<file path="config.mk">
export PLATFORM = sky130hd
export DESIGN_NAME = jam_cost_arbiter_flat
export DESIGN_NICKNAME = d
export VERILOG_FILES = /design/src/rtl/jam_pkg.sv /design/src/rtl/jam_cost_arbiter_if.sv /design/src/rtl/jam_rr_arbiter.sv /design/src/rtl/jam_cost_arbiter.sv /design/src/flat_wrapper.sv
export SDC_FILE = /design/constraint.sdc
export NUM_CORES = 1
export LEC_CHECK = 0
export BUFFER_PORTS_ARGS = -buffer_cell sky130_fd_sc_hd__buf_4
export CORE_ASPECT_RATIO = 1.4
export CORE_MARGIN = 4
export CORE_UTILIZATION = 40
export CTS_CLUSTER_SIZE = 12
export DETAILED_ROUTE_END_ITERATION = 10
export GPL_TIMING_DRIVEN = 0
export PLACE_DENSITY = 0.66
export SLEW_MARGIN = 20
export SYNTH_ARGS = -nofsm -noshare
export SYNTH_HDL_FRONTEND = slang
export SYNTH_SLANG_ARGS = --single-unit
</file>
<file path="constraint.sdc">
create_clock -name CLK -period 3 [get_ports CLK]
set_input_delay 0.45 -clock CLK [delete_from_list [all_inputs] [get_ports CLK]]
set_output_delay 0.45 -clock CLK [all_outputs]
set_load 0.01 [all_outputs]
</file>
<file path="src/rtl/jam_pkg.sv">
// Shared widths, reset values and FSM encoding for the jam cost arbiter slice.
package jam_pkg;

  localparam int COST_W = 7;
  localparam int SUM_W  = 10;
  localparam int CNT_W  = 4;
  localparam int IDX_W  = 3;

  localparam logic [SUM_W-1:0] COST_INIT = 10'd1023;

  typedef enum logic [1:0] {
    ST_COLLECT = 2'd0,
    ST_MERGE   = 2'd1,
    ST_DONE    = 2'd2
  } jam_state_e;

  // Match counts stick at all-ones rather than wrapping.
  function automatic logic [CNT_W-1:0] sat_add(input logic [CNT_W-1:0] a,
                                               input logic [CNT_W-1:0] b);
    logic [CNT_W:0] s;
    s = {1'b0, a} + {1'b0, b};
    return s[CNT_W] ? {CNT_W{1'b1}} : s[CNT_W-1:0];
  endfunction

endpackage

</file>
<file path="src/rtl/jam_cost_arbiter_if.sv">
// Engine-side lookup bus: per-engine requests in, one-hot grant and response out.
// Handshake: a lookup transfers in the cycle where req_valid[i] and req_ready[i] are
// both 1; the engine holds req_valid/req_w/req_j until then; rsp_valid[i] follows one cycle later.
interface jam_cost_arbiter_if #(parameter int NUM_REQ = 2) ();
  logic [NUM_REQ-1:0]   req_valid;
  logic [3*NUM_REQ-1:0] req_w;
  logic [3*NUM_REQ-1:0] req_j;
  logic [NUM_REQ-1:0]   req_ready;
  logic [NUM_REQ-1:0]   rsp_valid;
  logic [6:0]           rsp_cost;

  modport master (
    output req_valid, req_w, req_j,
    input  req_ready, rsp_valid, rsp_cost
  );

  modport slave (
    input  req_valid, req_w, req_j,
    output req_ready, rsp_valid, rsp_cost
  );
endinterface

</file>
<file path="src/rtl/jam_rr_arbiter.sv">
// Combinational round-robin pick: first requester at or after ptr, wrapping.
module jam_rr_arbiter
  import jam_pkg::*;
#(
  parameter int NUM_REQ = 2
) (
  input  logic [NUM_REQ-1:0] req,
  input  logic [IDX_W-1:0]   ptr,
  output logic [NUM_REQ-1:0] grant,
  output logic [IDX_W-1:0]   nxt_ptr
);

  logic found;

  // Scan offsets from ptr; the first hit wins and later hits are masked by found.
  always_comb begin
    grant   = '0;
    nxt_ptr = ptr;
    found   = 1'b0;
    for (int off = 0; off < NUM_REQ; off++) begin
      for (int i = 0; i < NUM_REQ; i++) begin
        if (!found && req[i] && (((int'(ptr) + off) % NUM_REQ) == i)) begin
          grant[i] = 1'b1;
          nxt_ptr  = IDX_W'((i + 1) % NUM_REQ);
          found    = 1'b1;
        end
      end
    end
  end

endmodule

</file>
<file path="src/rtl/jam_cost_arbiter.sv">
// Shares one cost-table port among NUM_REQ search engines and merges their results.
// Optional JAM_ARB_STATS_EN adds per-engine 16-bit grant counters (grant_cnt).
module jam_cost_arbiter
  import jam_pkg::*;
#(
  parameter int NUM_REQ = 2
) (
  input  logic                     CLK,
  input  logic                     RST,
  jam_cost_arbiter_if.slave        bus,
  output logic [2:0]               W,
  output logic [2:0]               J,
  input  logic [COST_W-1:0]        Cost,
  input  logic [NUM_REQ-1:0]       eng_done,
  input  logic [SUM_W*NUM_REQ-1:0] eng_min,
  input  logic [CNT_W*NUM_REQ-1:0] eng_cnt,
  output logic [SUM_W-1:0]         MinCost,
  output logic [CNT_W-1:0]         MatchCount,
  output logic                     Valid,
  output jam_state_e               fsm_state
`ifdef JAM_ARB_STATS_EN
  ,
  output logic [16*NUM_REQ-1:0]    grant_cnt
`endif
);

  logic [IDX_W-1:0]   rr_ptr;
  logic [IDX_W-1:0]   nxt_ptr;
  logic [NUM_REQ-1:0] grant;

  jam_state_e state_q, state_d;
  logic [IDX_W-1:0]   idx_q;
  logic [NUM_REQ-1:0] done_seen;
  logic [SUM_W-1:0]   cap_min [NUM_REQ];
  logic [CNT_W-1:0]   cap_cnt [NUM_REQ];
  logic [SUM_W-1:0]   sel_min;
  logic [CNT_W-1:0]   sel_cnt;

  jam_rr_arbiter #(.NUM_REQ(NUM_REQ)) u_rr (
    .req     (bus.req_valid),
    .ptr     (rr_ptr),
    .grant   (grant),
    .nxt_ptr (nxt_ptr)
  );

  assign bus.req_ready = grant;

  // Table address follows the granted engine; idle cycles present address 0.
  always_comb begin
    W = '0;
    J = '0;
    for (int i = 0; i < NUM_REQ; i++) begin
      if (grant[i]) begin
        W = bus.req_w[3*i +: 3];
        J = bus.req_j[3*i +: 3];
      end
    end
  end

  always_ff @(posedge CLK or posedge RST) begin
    if (RST) begin
      rr_ptr        <= '0;
      bus.rsp_valid <= '0;
      bus.rsp_cost  <= '0;
    end else begin
      bus.rsp_valid <= grant;
      bus.rsp_cost  <= Cost;
      if (|grant) rr_ptr <= nxt_ptr;
    end
  end

  always_ff @(posedge CLK or posedge RST) begin
    if (RST) state_q <= ST_COLLECT;
    else     state_q <= state_d;
  end

  always_comb begin
    state_d = state_q;
    case (state_q)
      ST_COLLECT: if (&done_seen) state_d = ST_MERGE;
      ST_MERGE:   if (idx_q == IDX_W'(NUM_REQ - 1)) state_d = ST_DONE;
      ST_DONE:    state_d = ST_DONE;
      default:    state_d = ST_COLLECT;
    endcase
  end

  assign Valid     = (state_q == ST_DONE);
  assign fsm_state = state_q;

  always_comb begin
    sel_min = COST_INIT;
    sel_cnt = '0;
    for (int i = 0; i < NUM_REQ; i++) begin
      if (idx_q == IDX_W'(i)) begin
        sel_min = cap_min[i];
        sel_cnt = cap_cnt[i];
      end
    end
  end

  // Captures are refreshed while an engine's done level is high; only COLLECT listens.
  always_ff @(posedge CLK or posedge RST) begin
    if (RST) begin
      idx_q      <= '0;
      done_seen  <= '0;
      MinCost    <= COST_INIT;
      MatchCount <= '0;
      for (int i = 0; i < NUM_REQ; i++) begin
        cap_min[i] <= COST_INIT;
        cap_cnt[i] <= '0;
      end
    end else begin
      case (state_q)
        ST_COLLECT: begin
          idx_q <= '0;
          for (int i = 0; i < NUM_REQ; i++) begin
            if (eng_done[i]) begin
              done_seen[i] <= 1'b1;
              cap_min[i]   <= eng_min[SUM_W*i +: SUM_W];
              cap_cnt[i]   <= eng_cnt[CNT_W*i +: CNT_W];
            end
          end
        end
        ST_MERGE: begin
          idx_q <= idx_q + 1'b1;
          if (sel_min < MinCost) begin
            MinCost    <= sel_min;
            MatchCount <= sel_cnt;
          end else if (sel_min == MinCost) begin
            MatchCount <= sat_add(MatchCount, sel_cnt);
          end
        end
        default: ;
      endcase
    end
  end

`ifdef JAM_ARB_STATS_EN
  always_ff @(posedge CLK or posedge RST) begin
    if (RST) begin
      grant_cnt <= '0;
    end else begin
      for (int i = 0; i < NUM_REQ; i++) begin
        if (grant[i]) grant_cnt[16*i +: 16] <= grant_cnt[16*i +: 16] + 16'd1;
      end
    end
  end
`endif

endmodule

</file>
<file path="src/flat_wrapper.sv">
// flat-port wrapper written by rule: the top's interface ports become plain ports
module jam_cost_arbiter_flat import jam_pkg::*;
#(
  parameter int NUM_REQ = 2
)
  (CLK, RST, W, J, Cost, eng_done, eng_min, eng_cnt, MinCost, MatchCount, Valid, fsm_state, bus_req_valid, bus_req_w, bus_req_j, bus_req_ready, bus_rsp_valid, bus_rsp_cost);
  jam_cost_arbiter_if #(.NUM_REQ(NUM_REQ)) bus_i ();
  input  logic CLK;
  input  logic RST;
  output logic [2:0] W;
  output logic [2:0] J;
  input  logic [COST_W-1:0] Cost;
  input  logic [NUM_REQ-1:0] eng_done;
  input  logic [SUM_W*NUM_REQ-1:0] eng_min;
  input  logic [CNT_W*NUM_REQ-1:0] eng_cnt;
  output logic [SUM_W-1:0] MinCost;
  output logic [CNT_W-1:0] MatchCount;
  output logic Valid;
  output jam_state_e fsm_state;
  input wire logic [$bits(bus_i.req_valid)-1:0] bus_req_valid;
  input wire logic [$bits(bus_i.req_w)-1:0] bus_req_w;
  input wire logic [$bits(bus_i.req_j)-1:0] bus_req_j;
  output wire logic [$bits(bus_i.req_ready)-1:0] bus_req_ready;
  output wire logic [$bits(bus_i.rsp_valid)-1:0] bus_rsp_valid;
  output wire logic [$bits(bus_i.rsp_cost)-1:0] bus_rsp_cost;
  assign bus_i.req_valid = bus_req_valid;
  assign bus_i.req_w = bus_req_w;
  assign bus_i.req_j = bus_req_j;
  assign bus_req_ready = bus_i.req_ready;
  assign bus_rsp_valid = bus_i.rsp_valid;
  assign bus_rsp_cost = bus_i.rsp_cost;
  jam_cost_arbiter #(.NUM_REQ(NUM_REQ)) u_core (.CLK(CLK), .RST(RST), .bus(bus_i), .W(W), .J(J), .Cost(Cost), .eng_done(eng_done), .eng_min(eng_min), .eng_cnt(eng_cnt), .MinCost(MinCost), .MatchCount(MatchCount), .Valid(Valid), .fsm_state(fsm_state));
endmodule
</file>
==> flow_summary.json <==
{
  "antenna_found_initial": 0,
  "insertion_delay_ns": 0.33,
  "synth.yosys.seq_area_share": 0.512,
  "worstPathArrival_ns": 3.11,
  "grt_pass1_wl_um": 10300,
  "synth_top_family_by_area": "multiplexers",
  "yosys.area_share.simple": 0.0537,
  "synth_cell_type_count": 39,
  "htree_levels": 3,
  "min_period_over_period": 0.966,
  "synthTopCellsByCount": "dfstp_2 (30), dfrtp_1 (29), ha_1 (20), inv_1 (18), mux2_2 (18)",
  "ys_seq_elements": 59,
  "cp_slowest_stage_delay_ns": 0.39,
  "grt_use_total": 0.156,
  "cts-root-buf": "clkbuf_8",
  "holdBufCountCts": 0,
  "rsz0062_at_grt": "no",
  "synth_xor_area_frac": 0.00296,
  "synth_nets": 299,
  "final_nets": 401,
  "clk_pin_slew_ns": 0.07,
  "fmax_mhz": 345,
  "hold_class": "input port to asynchronous set/reset pin",
  "die_h_um": 110,
  "synth_largest_area_cell": "dfstp_2",
  "syn_to_final_growth_pct": 37.4,
  "endpoint_kind": "flip-flop",
  "vias": 2091,
  "first_pass_iters": 4,
  "synthesis.area_mm2": 0.00296,
  "async_flop_share": 1.00,
  "place_congestion": 0.713,
  "synth_area_leaders": "dfstp_2 (27%), dfrtp_1 (25%), ha_1 (8.5%)",
  "cts_buffer_depth": 2,
  "clkSinkCount": 59,
  "hold_viol": 0,
  "io_buffers": 86,
  "vias_per_cell": 4.90,
  "max-slew-margin-rel": 0.638,
  "syn_area_per_cell_um2": 13.2,
  "synth_flop_cell": "dfstp_2",
  "worst-setup-path-type": "flip-flop to flip-flop",
  "core_mm2": 0.00707,
  "die_area_mm2": 0.00886,
  "synth_edf_count": 0,
  "worstMarginPinSlew_ns": 0.541,
  "wl_um": 6410,
  "slew_viol_final": 0,
  "diodes": 0,
  "ios": 87,
  "period_minus_slack_ns": 2.90,
  "yosysMostFrequentCell": "dfstp_2",
  "yosys_warnings": 0,
  "setup_violations": 0,
  "synthMuxAreaShare": 0.184,
  "cts_buffers": 9,
  "slowest_stage": "dfrtp_1",
  "synth.top_cell.area_share": 0.266,
  "syn_inst": 225,
  "maxCapViolations": 0,
  "postRouteAntennaNets": 0,
  "routedWlPerCell_um": 15.0,
  "worst_ir_drop_vdd_mv": 0.382,
  "post-route-util": 0.575,
  "tns_ns": 0,
  "leakage_nw": 1.95,
  "drtIter0Drc": 61,
  "drive_gt1_frac": 0.569,
  "rows": 36,
  "die_w_um": 80.7,
  "crit_chain": "inv_2 > ha_4 > nand2b_2 > o22a_1 > ha_1 > a211oi_2 > o21bai_2 > a211oi_4 > mux2_1 > mux2_4",
  "status": "finished clean",
  "fin_skew_ns": 0.00823,
  "grt_max_degree": 60,
  "initial_core_util": 0.418,
  "grt-ovfl-total": 0,
  "cts_tree": "done",
  "grt_pass1_vias": 2216,
  "cp-start-kind": "flip-flop",
  "drc": 0,
  "synth_fa_ha_area_frac": 0.0913,
  "cp.required_ns": 3.21,
  "synth_compound_area_frac": 0.123,
  "cp_max_fo": 10,
  "hpwl_um": 4630,
  "hold_slack_ns": 0.173,
  "p_per_area_mw_per_mm2": 1200
}
-- critical path, delay by kind of cell (launching register included) --
kind / cells / cell delay (ns)
AOI/OAI and AO/OA: 4 / 1.01
adders and majority gates: 2 / 0.49
buffers and inverters: 1 / 0.09
DFF: 1 / 0.39
muxes: 2 / 0.62
and+or+nand+nor: 1 / 0.18
-- routing by layer --
metal | GRT usage | routed length [um] | vias to the layer above
met5 | 0 | 0 | -
met4 | 0.0543 | 97 | 0
met3 | 0.0631 | 526 | 7
met2 | 0.261 | 3260 | 69
met1 | 0.179 | 2530 | 1004
li1 | - | - | 1011
-- power breakdown --
group	internal [mW]	leakage (nW)	total (mW)	switching, mW
registers	1.28	0.656	1.50	0.219
logic	1.38	1.18	2.55	1.17
clock network	0.490	0.108	0.816	0.326
total	3.15	1.95	4.86	1.72
-- final timing paths --
check | cells after the start | end | slack [ns] | from
max in group asynchronous | 3 | u_core.cap_min[17] | 2.53 | RST
max reg2reg | 10 | u_core.MatchCount[0] | 0.10 | u_core.idx_q[1]
max | 10 | u_core.MatchCount[0] | 0.10 | u_core.idx_q[1]
min reg2reg | 1 | u_core.done_seen[1] | 0.47 | u_core.done_seen[1]
min | 3 | u_core.bus.rsp_cost[1] | 0.17 | RST
min in group CLK | 1 | u_core.bus.rsp_cost[2] | 0.22 | Cost[2]
-- layout by cell type (no fill, tap or decap), types with 3 or more instances in the layout --
master	instances
a21oi_1	3
o22a_1	10
a22o_1	10
nand2b_1	4
nand2_1	9
dfrtp_1	28
mux2_4	11
mux2_1	14
inv_1	15
nand3_1	3
o21ai_1	3
nor2_1	3
clkbuf_8	10
ha_1	17
dfstp_2	30
a21o_1	3
buf_4	91
mux2_2	18
-- layout make-up --
cell class	count	area, um2
Clock inverter	6	88.8
Timing Repair Buffer	92	711
Fill cell	621	3010
Multi-Input combinational cell	143	1400
Clock buffer	10	138
Inverter	18	70.1
Sequential cell	59	1520
Buffer	4	25.0
Tap cell	95	119
-- logic make-up after synthesis --
kind of cell             count (synthesis)
flip-flops                              59
AO/OA/AOI/OAI                           45
multiplexers                            45
AND/OR/NAND/NOR                         31
buffers and inverters                   23
adder cells (fa/ha/maj)                 21
XOR/XNOR                                 1
-- state kept, by name (all words and copies together) (netlist names) --
name,cells
u_core.MatchCount,4
u_core.MinCost,10
u_core.bus.rsp_cost,7
u_core.bus.rsp_valid,2
u_core.cap_cnt,8
u_core.cap_min,20
u_core.done_seen,2
u_core.fsm_state,2
u_core.idx_q,3
u_core.rr_ptr,1
-- what timing repair did --
| action | 4_1_cts | 5_1_grt |
|---|---|---|
| setup buffers | 1 | 4 |
| endpoints found under the setup margin | 3 | 12 |
| pin swaps | 2 | 5 |
| gates resized for setup | 5 | 11 |
-- metrics by stage --
| step | worst slack (ns) | cells | total power, mW | area (um2) |
|---|---|---|---|---|
| 6_report | 0.103 | 427 | 4.86 | 4070 |
| 5_1_grt | 0.00290 | 427 | 5.26 | 4070 |
| 4_1_cts | 0.00438 | 423 | 4.80 | 4000 |
| 3_5_place_dp | -0.268 | 407 | 3.88 | 3750 |
| 3_3_place_gp | -0.202 | 406 | 3.81 | 3720 |
| 2_1_floorplan | 0.200 | 225 | 3.23 | 2960 |
Note: power is estimated with default switching activity, not from simulation.
